## src/rtl/display_scan_ctrl.sv

```systemverilog
// display_scan_ctrl: round-robin scan of NUM_SLOTS shadowed 5-bit values onto one shared
// display datapath. Define DISPLAY_SCAN_BLANK_EN to insert dark blanking cycles between slots.
module display_scan_ctrl #(
  parameter int NUM_SLOTS    = 4,
  parameter int DWELL        = 1000,
  parameter int BLANK_CYCLES = 8
) (
  input  logic                   clk,
  input  logic                   rst,
  input  logic [NUM_SLOTS-1:0]   load,
  input  logic [5*NUM_SLOTS-1:0] in_vals,
  input  logic [NUM_SLOTS-1:0]   enable,
  output logic [4:0]             disp_in,
  output logic [NUM_SLOTS-1:0]   disp_sel,
  output logic                   frame_done
);
  localparam int CNT_MAX = (DWELL > BLANK_CYCLES) ? DWELL : BLANK_CYCLES;
  localparam int CW      = $clog2(CNT_MAX);
  localparam int IW      = $clog2(NUM_SLOTS);
  localparam logic [CW-1:0] DWELL_LAST = CW'(DWELL - 1);

`ifdef DISPLAY_SCAN_BLANK_EN
  localparam logic [CW-1:0] BLANK_LAST = CW'(BLANK_CYCLES - 1);
  typedef enum logic [1:0] {IDLE, SCAN, BLANK} state_t;
`else
  typedef enum logic {IDLE, SCAN} state_t;
`endif

  state_t                    state_q, state_d;
  logic [CW-1:0]             cnt_q, cnt_d;
  logic [IW-1:0]             idx_q, idx_d;
  logic [4:0]                disp_in_q, disp_in_d;
  logic [NUM_SLOTS-1:0]      disp_sel_q, disp_sel_d;
  logic                      frame_done_q, frame_done_d;
  logic [NUM_SLOTS-1:0][4:0] shadow_q;

  logic [IW-1:0] nxt, first, enter_idx;
  logic          enter, go_idle;

  // First enabled index strictly after cur, wrapping; returns cur if only cur is enabled.
  function automatic logic [IW-1:0] next_slot(input logic [IW-1:0] cur,
                                               input logic [NUM_SLOTS-1:0] en);
    logic [IW-1:0] r;
    logic          hit;
    int            j;
    r   = cur;
    hit = 1'b0;
    for (int k = 1; k <= NUM_SLOTS; k++) begin
      j = (int'(cur) + k) % NUM_SLOTS;
      if (!hit && en[j]) begin
        r   = IW'(j);
        hit = 1'b1;
      end
    end
    return r;
  endfunction

  always_ff @(posedge clk or posedge rst) begin
    if (rst) begin
      shadow_q <= '0;
    end else begin
      for (int i = 0; i < NUM_SLOTS; i++)
        if (load[i]) shadow_q[i] <= in_vals[5*i +: 5];
    end
  end

  always_comb begin
    state_d      = state_q;
    cnt_d        = cnt_q;
    idx_d        = idx_q;
    disp_in_d    = disp_in_q;
    disp_sel_d   = disp_sel_q;
    frame_done_d = 1'b0;
    enter        = 1'b0;
    go_idle      = 1'b0;
    nxt          = next_slot(idx_q, enable);
    first        = next_slot(IW'(NUM_SLOTS - 1), enable);
    enter_idx    = nxt;
    case (state_q)
      IDLE: begin
        if (|enable) begin
          enter     = 1'b1;
          enter_idx = first;
        end
      end
      SCAN: begin
        if (enable == '0) begin
          go_idle = 1'b1;
        end else if (!enable[idx_q] || cnt_q == DWELL_LAST) begin
`ifdef DISPLAY_SCAN_BLANK_EN
          state_d    = BLANK;
          cnt_d      = '0;
          disp_sel_d = '0;
`else
          enter        = 1'b1;
          frame_done_d = (nxt <= idx_q);
`endif
        end else begin
          cnt_d = cnt_q + CW'(1);
        end
      end
`ifdef DISPLAY_SCAN_BLANK_EN
      BLANK: begin
        // disp_in keeps the previous slot's value while dark
        if (enable == '0) begin
          go_idle = 1'b1;
        end else if (cnt_q == BLANK_LAST) begin
          enter        = 1'b1;
          frame_done_d = (nxt <= idx_q);
        end else begin
          cnt_d = cnt_q + CW'(1);
        end
      end
`endif
      default: state_d = IDLE;
    endcase
    // Slot entry is the only point disp_in reloads, so shadow loads never tear a dwell.
    if (enter) begin
      state_d    = SCAN;
      idx_d      = enter_idx;
      cnt_d      = '0;
      disp_sel_d = NUM_SLOTS'(1) << enter_idx;
      disp_in_d  = shadow_q[enter_idx];
    end
    if (go_idle) begin
      state_d    = IDLE;
      cnt_d      = '0;
      disp_sel_d = '0;
      disp_in_d  = '0;
    end
  end

  always_ff @(posedge clk or posedge rst) begin
    if (rst) begin
      state_q      <= IDLE;
      cnt_q        <= '0;
      idx_q        <= '0;
      disp_in_q    <= '0;
      disp_sel_q   <= '0;
      frame_done_q <= 1'b0;
    end else begin
      state_q      <= state_d;
      cnt_q        <= cnt_d;
      idx_q        <= idx_d;
      disp_in_q    <= disp_in_d;
      disp_sel_q   <= disp_sel_d;
      frame_done_q <= frame_done_d;
    end
  end

  assign disp_in    = disp_in_q;
  assign disp_sel   = disp_sel_q;
  assign frame_done = frame_done_q;
endmodule

```

## config.mk

```make
export PLATFORM = sky130hd
export DESIGN_NAME = display_scan_ctrl
export DESIGN_NICKNAME = d
export VERILOG_FILES = /design/src/rtl/display_scan_ctrl.sv
export SDC_FILE = /design/constraint.sdc
export NUM_CORES = 1
export LEC_CHECK = 0
export CORE_ASPECT_RATIO = 1.1
export CORE_UTILIZATION = 46
export CTS_BUF_LIST = sky130_fd_sc_hd__clkbuf_4 sky130_fd_sc_hd__clkbuf_8 sky130_fd_sc_hd__clkbuf_16
export DETAILED_ROUTE_END_ITERATION = 7
export GPL_ROUTABILITY_DRIVEN = 0
export PLACE_DENSITY = 0.77
export SLEW_MARGIN = 40
export SYNTH_ARGS = -nofsm -noshare
export SYNTH_HDL_FRONTEND = slang
export SYNTH_SLANG_ARGS = --single-unit
export TNS_END_PERCENT = 30
```

## constraint.sdc

```tcl
create_clock -name clk -period 2 [get_ports clk]
set_input_delay 0.5 -clock clk [delete_from_list [all_inputs] [get_ports clk]]
set_output_delay 0.5 -clock clk [all_outputs]
set_load 0.01 [all_outputs]
```

Word-level counts from Yosys, hierarchy flattened
Cells that the tools add are included.
- register bits: 43
- latch bits: 0
- bits in writable memories: 0
- ROM bits: 0
- input port bits: 30
- output and inout port bits: 10
- logic and storage cells: 106
- memories: 0
- add/subtract/negate cells: 5
- $mul: 0
- divide/modulo/power cells: 0
- order comparisons: 7
- equality and inequality tests: 3
- shifts and indexed selects: 1
- mux-type cells: 52
- bitwise logic cells: 5
- reduce and logical (&&, ||, !) cells: 23
- operators with widths (cell ; number):
    $mux 10 ; 5
    $mux 1 ; 25
    $mux 2 ; 10
    $lt 3x4->1 const B ; 4
    $mux 5 ; 3
    $add 10x1->10 const B ; 1
    $bmux 1 s2 ; 5
    $bmux 5 s2 ; 1
    $eq 10x10->1 const B ; 1
    $mux 4 ; 2
    $reduce_or 2->1 ; 4
    $logic_not 1->1 ; 7
    $logic_and 1x1->1 ; 6
    $lt 2x3->1 const B ; 2
    $ne 3x3->1 const B ; 2
    $add 2x1->2 const B ; 2
    $add 2x2->2 const B ; 2
    $and 1x1->1 const A ; 4
    $logic_not 4->1 ; 1
    $reduce_or 4->1 ; 1
    $shl 1x2->4 const A ; 1
    $reduce_and 3->1 ; 1
    $reduce_bool 3->1 ; 1
    $le 2x2->1 ; 1
    4 further kinds ; 4

Logic depth before layout (Yosys ltp)
- word-level depth: 22
- gate-level depth with buffers: 9
- depth with buffers taken out: 9

Worst setup path after synthesis
No wires, ideal clock.
- kind: input-to-reg
- from: input port enable[3]
- to: register disp_in_q[0], in the netlist disp_in[0]
- setup time: 0.121 ns
- arrival: 2.072 ns
- data required time: 1.879 ns
- setup slack: -0.193 ns
- cell stages on the path: 5
- path buffers: 0
- cell sequence: nor4_4 -> nor2_1 -> o32ai_4 -> mux4_1 -> a22o_1
- longest elaborated chain between the ends: 19
- elaborated cells between the ends (all ways): 46
- those cells by class: 34 x mux; 12 x reduce/logical
- RTL lines (element ; RTL line ; text):
    start: declaration ; 12 ; input logic [NUM_SLOTS-1:0] enable,
    $bmux 1 s2 ; 50 ; if (!hit && en[j]) begin
    $mux 1 (not written as such) (2 in a row) ; 50 ;
    $mux 1 ; 50 ;
    $logic_not 1->1 ; 50 ;
    $logic_and 1x1->1 ; 50 ;
    $mux 1 ; 50 ;
    $logic_not 1->1 ; 50 ;
    $logic_and 1x1->1 ; 50 ;
    [... 2 more ...] ; n/a ;
    $logic_and 1x1->1 ; 50 ;
    $mux 2 ; 50 ;
    $mux 2 ; 81 ; if (|enable) begin
    $mux 2 ; 79 ; case (state_q)
    $bmux 5 s2 ; 123 ; disp_in_d = shadow_q[enter_idx];
    $mux 5 (not written as such) ; 123 ;
    $mux 5 ; 118 ; if (enter) begin
    $mux 5 ; 125 ; if (go_idle) begin
    end signal: assignment ; 145 ; disp_in_q <= disp_in_d;
    end: declaration ; 32 ; logic [4:0] disp_in_q, disp_in_d;
Parallel ways exist; a longest one is shown, timed or not. The select of a mux whose other input is x is not followed.
A chain may end at the register's enable or synchronous reset.

Final worst setup path
- from: input port enable[1]
- to: register disp_in_q[3], in the netlist disp_in[3]
Same word-level chain as after synthesis.

==> impl_metrics.json <==
{
  "status": "complete, but fails checks",
  "violations": "negative setup slack",
  "fin_crit_ps": 2052,
  "syn_inst": 167,
  "synthFlopType": "dfrtp_1",
  "crit_fanout": 4,
  "synth.net_count": 200,
  "dr.first_iter.drc_count": 75,
  "ant_nets": 0,
  "start_util_pct": 48.26,
  "crit_path_end_kind": "flip-flop",
  "numPortBuffers": 39,
  "crit_arrival_ps": 2230,
  "grt-ovfl-total": 0,
  "drc": 0,
  "clock_latency_ps": 300,
  "clock_path_buffers": 2,
  "peakVddDrop_v": 0.0004878,
  "cp-start-kind": "primary input",
  "htree_num_levels": 2,
  "grt_max_degree": 44,
  "cp.required_ps": 2180,
  "grt_pass1_vias": 1588,
  "syn_area_sq_mm": 0.002098,
  "drive_gt1_share_pct": 31.06,
  "ff2ff_path_depth": 5,
  "async_flop_share_pct": 100.0,
  "power_frac_comb_pct": 45.7,
  "tightest_slew_ps": 351.9,
  "fin_nets": 267,
  "register_area_sq_mm": 0.001077,
  "core_area_sq_mm": 0.004348,
  "switching_power_mw": 1.008,
  "hold_path_class": "reg -> reg",
  "rows": 25,
  "yosys.area.top_type": "dfrtp_1",
  "period_share_pct": 102.6,
  "leakage_nw": 1.249,
  "setup_tns_ps": -129.1,
  "io-pin-count": 40,
  "synth-seq-cells": 43,
  "dpl.hpwl_um": 3175,
  "die_w_um": 66.40,
  "cts_buffers": 5,
  "yosysSeqAreaShare_pct": 51.28,
  "ys_warn_count": 0,
  "synth.top_cell.area_share_pct": 51.28,
  "routedWlPerCell_um": 15.05,
  "clkSlewWorstSetupHoldPaths_ps": 80,
  "syn-mean-instance-area_sq_um": 12.56,
  "totalWireLength_um": 4350,
  "cts_tree": "built",
  "slew_violations": 0,
  "antenna_found_initial": 0,
  "holdPathStages": 2,
  "area_delta_synth_final_pct": 36.26,
  "p_int_mw": 2.170,
  "synthTopCellsByArea": "dfrtp_1, mux2_2, mux4_1, mux4_2, o32ai_4",
  "dieArea_sq_mm": 0.004836,
  "hold_viol": 0,
  "cts_sinks": 43,
  "multi_input_area_sq_um": 987.2,
  "drt-pass1-iter-count": 4,
  "finalClockSkew_ps": 9.161,
  "max_slew_margin_pct": 76.54,
  "fillerInstances": 345,
  "synth_edf_count": 0,
  "maxCapViolations": 0,
  "dr_total_vias": 1551,
  "antenna_cells": 0,
  "final_cells": 289,
  "synth.distinct_cells": 40,
  "pwr-share-seq_pct": 36.8,
  "dp_worst_setup_slack_ps": -886.9,
  "switching_share_pct": 31.71,
  "clock.fmax_ghz": 0.4872,
  "power_density_mw_per_mm2": 1111,
  "vias_per_cell": 5.367,
  "fin_ws_ps": -52.44,
  "grt_util_all_layers_pct": 20.29,
  "grt_setup_unrepaired": "true",
  "setup-violations-final": 3,
  "clockPowerShare_pct": 17.5,
  "grt_pass1_wl_um": 7314,
  "worstSetupPathType": "in -> reg",
  "cts_root_buf": "clkbuf_8",
  "die_h_um": 72.84,
  "place_inst": 277
}
worst paths after layout:
kind | start | endpoint | slack (ps)
min in group asynchronous | rst | cnt_q[5]$_DFFE_PP0P_ | 550
worst max register to register | idx_q[1]$_DFFE_PP0P_ | disp_in[0]$_DFFE_PP0P_ | 0
max in group asynchronous | rst | idx_q[0]$_DFFE_PP0P_ | 1200
worst max-delay path | enable[1] | disp_in[3]$_DFFE_PP0P_ | -50
worst min-delay path | disp_sel[0]$_DFFE_PP0P_ | disp_sel[0]$_DFFE_PP0P_ | 490
worst min register to register | disp_sel[0]$_DFFE_PP0P_ | disp_sel[0]$_DFFE_PP0P_ | 490
logic make-up (layout without fill, tap and decap cells):
logic type               Yosys count  after routing  synth area share (%)
adder cells (fa/ha/maj)            3              3                 1.789
multiplexers                      27             27                 18.19
buffers and inverters             11             79                 2.146
AO/OA/AOI/OAI                     36             36                 13.24
flip-flops                        43             43                 51.28
XOR/XNOR                           6              6                 2.504
AND/OR/NAND/NOR                   41             41                 10.85
power groups by stage:
| stage | clock network (mW) | registers (mW) | logic (mW) |
|---|---|---|---|
| 6_report | 0.556 | 1.17 | 1.45 |
| 2_1_floorplan | 0 | 1.20 | 0.738 |
| 5_1_grt | 0.612 | 1.19 | 1.59 |
| 3_5_place_dp | 0 | 1.18 | 1.35 |
| 4_1_cts | 0.575 | 1.16 | 1.47 |
| 3_3_place_gp | 0 | 1.17 | 1.31 |
registers in the layout, indices dropped and copies added, names as in the netlist:
signal / flops
shadow_q: 20
cnt_q: 10
disp_in: 5
disp_sel: 4
idx_q: 2
frame_done: 1
state_q: 1
metrics by stage:
step,instance area [sq um],utilization (%),hold WS [ps],power (mW)
after floorplan,2098,-,470.4,1.934
after global placement,2708,62.27,468.8,2.485
after detailed placement,2708,62.27,478.7,2.528
after CTS,2861,65.81,497.2,3.209
after global routing,2859,65.76,525.2,3.393
final,2859,65.76,492.0,3.178
layout by cell type (no fill, tap or decap), drive strengths merged, types with 2 or more instances in the layout:
| master | count |
|---|---|
| and2 | 2 |
| mux4 | 6 |
| xor2 | 5 |
| nand2 | 10 |
| o211ai | 2 |
| a211oi | 2 |
| and3 | 2 |
| clkinv | 2 |
| clkdlybuf4s50 | 35 |
| buf | 29 |
| nor2 | 11 |
| a21oi | 10 |
| ha | 3 |
| or3 | 2 |
| a22o | 5 |
| o21ai | 10 |
| nand2b | 5 |
| clkbuf | 7 |
| dfrtp | 43 |
| o32ai | 2 |
| mux2 | 20 |
| inv | 6 |
layer usage:
layer	global-route usage [%]	routed length (um)	up-vias
li1	-	-	741
met1	25.83	1895	761
met2	34.01	2191	41
met3	5.156	194	8
met4	6.147	68	0
met5	0	0	-
Yosys cell counts, types with 3 or more instances:
cell and number:
dfrtp_1 43, mux2_2 20, nor2_1 11, a21oi_1 10, nand2_1 10, o21ai_0 10
inv_1 6, a22o_1 5, xor2_1 5, buf_2 3, ha_1 3, mux4_1 3
mux4_2 3, nand2b_1 3
area by class of cell:
| class | count | share of cell area [%] |
|---|---|---|
| timing repair buffer | 64 | 21.40 |
| sequential | 43 | 37.68 |
| inverter | 7 | 0.9190 |
| clock buffer | 7 | 2.932 |
| multi-input combinational | 113 | 34.53 |
| clock inverter | 1 | 0.1751 |
| tap | 54 | 2.363 |
worst max-delay path, cell delays in order:
cell      delay [ps]
buf_12           100
nor4_4           290
buf_4            180
a211oi_4          40
o32ai_4          290
buf_12           150
mux4_2           480
a22o_1           200
repair_timing:
action	in CTS	in global routing
setup buffers	5	0
pin swaps	8	0
endpoints found under the setup margin	22	9
hold buffers	0	0
resized for setup	32	3
Note: power is estimated with default switching activity, not from simulation.
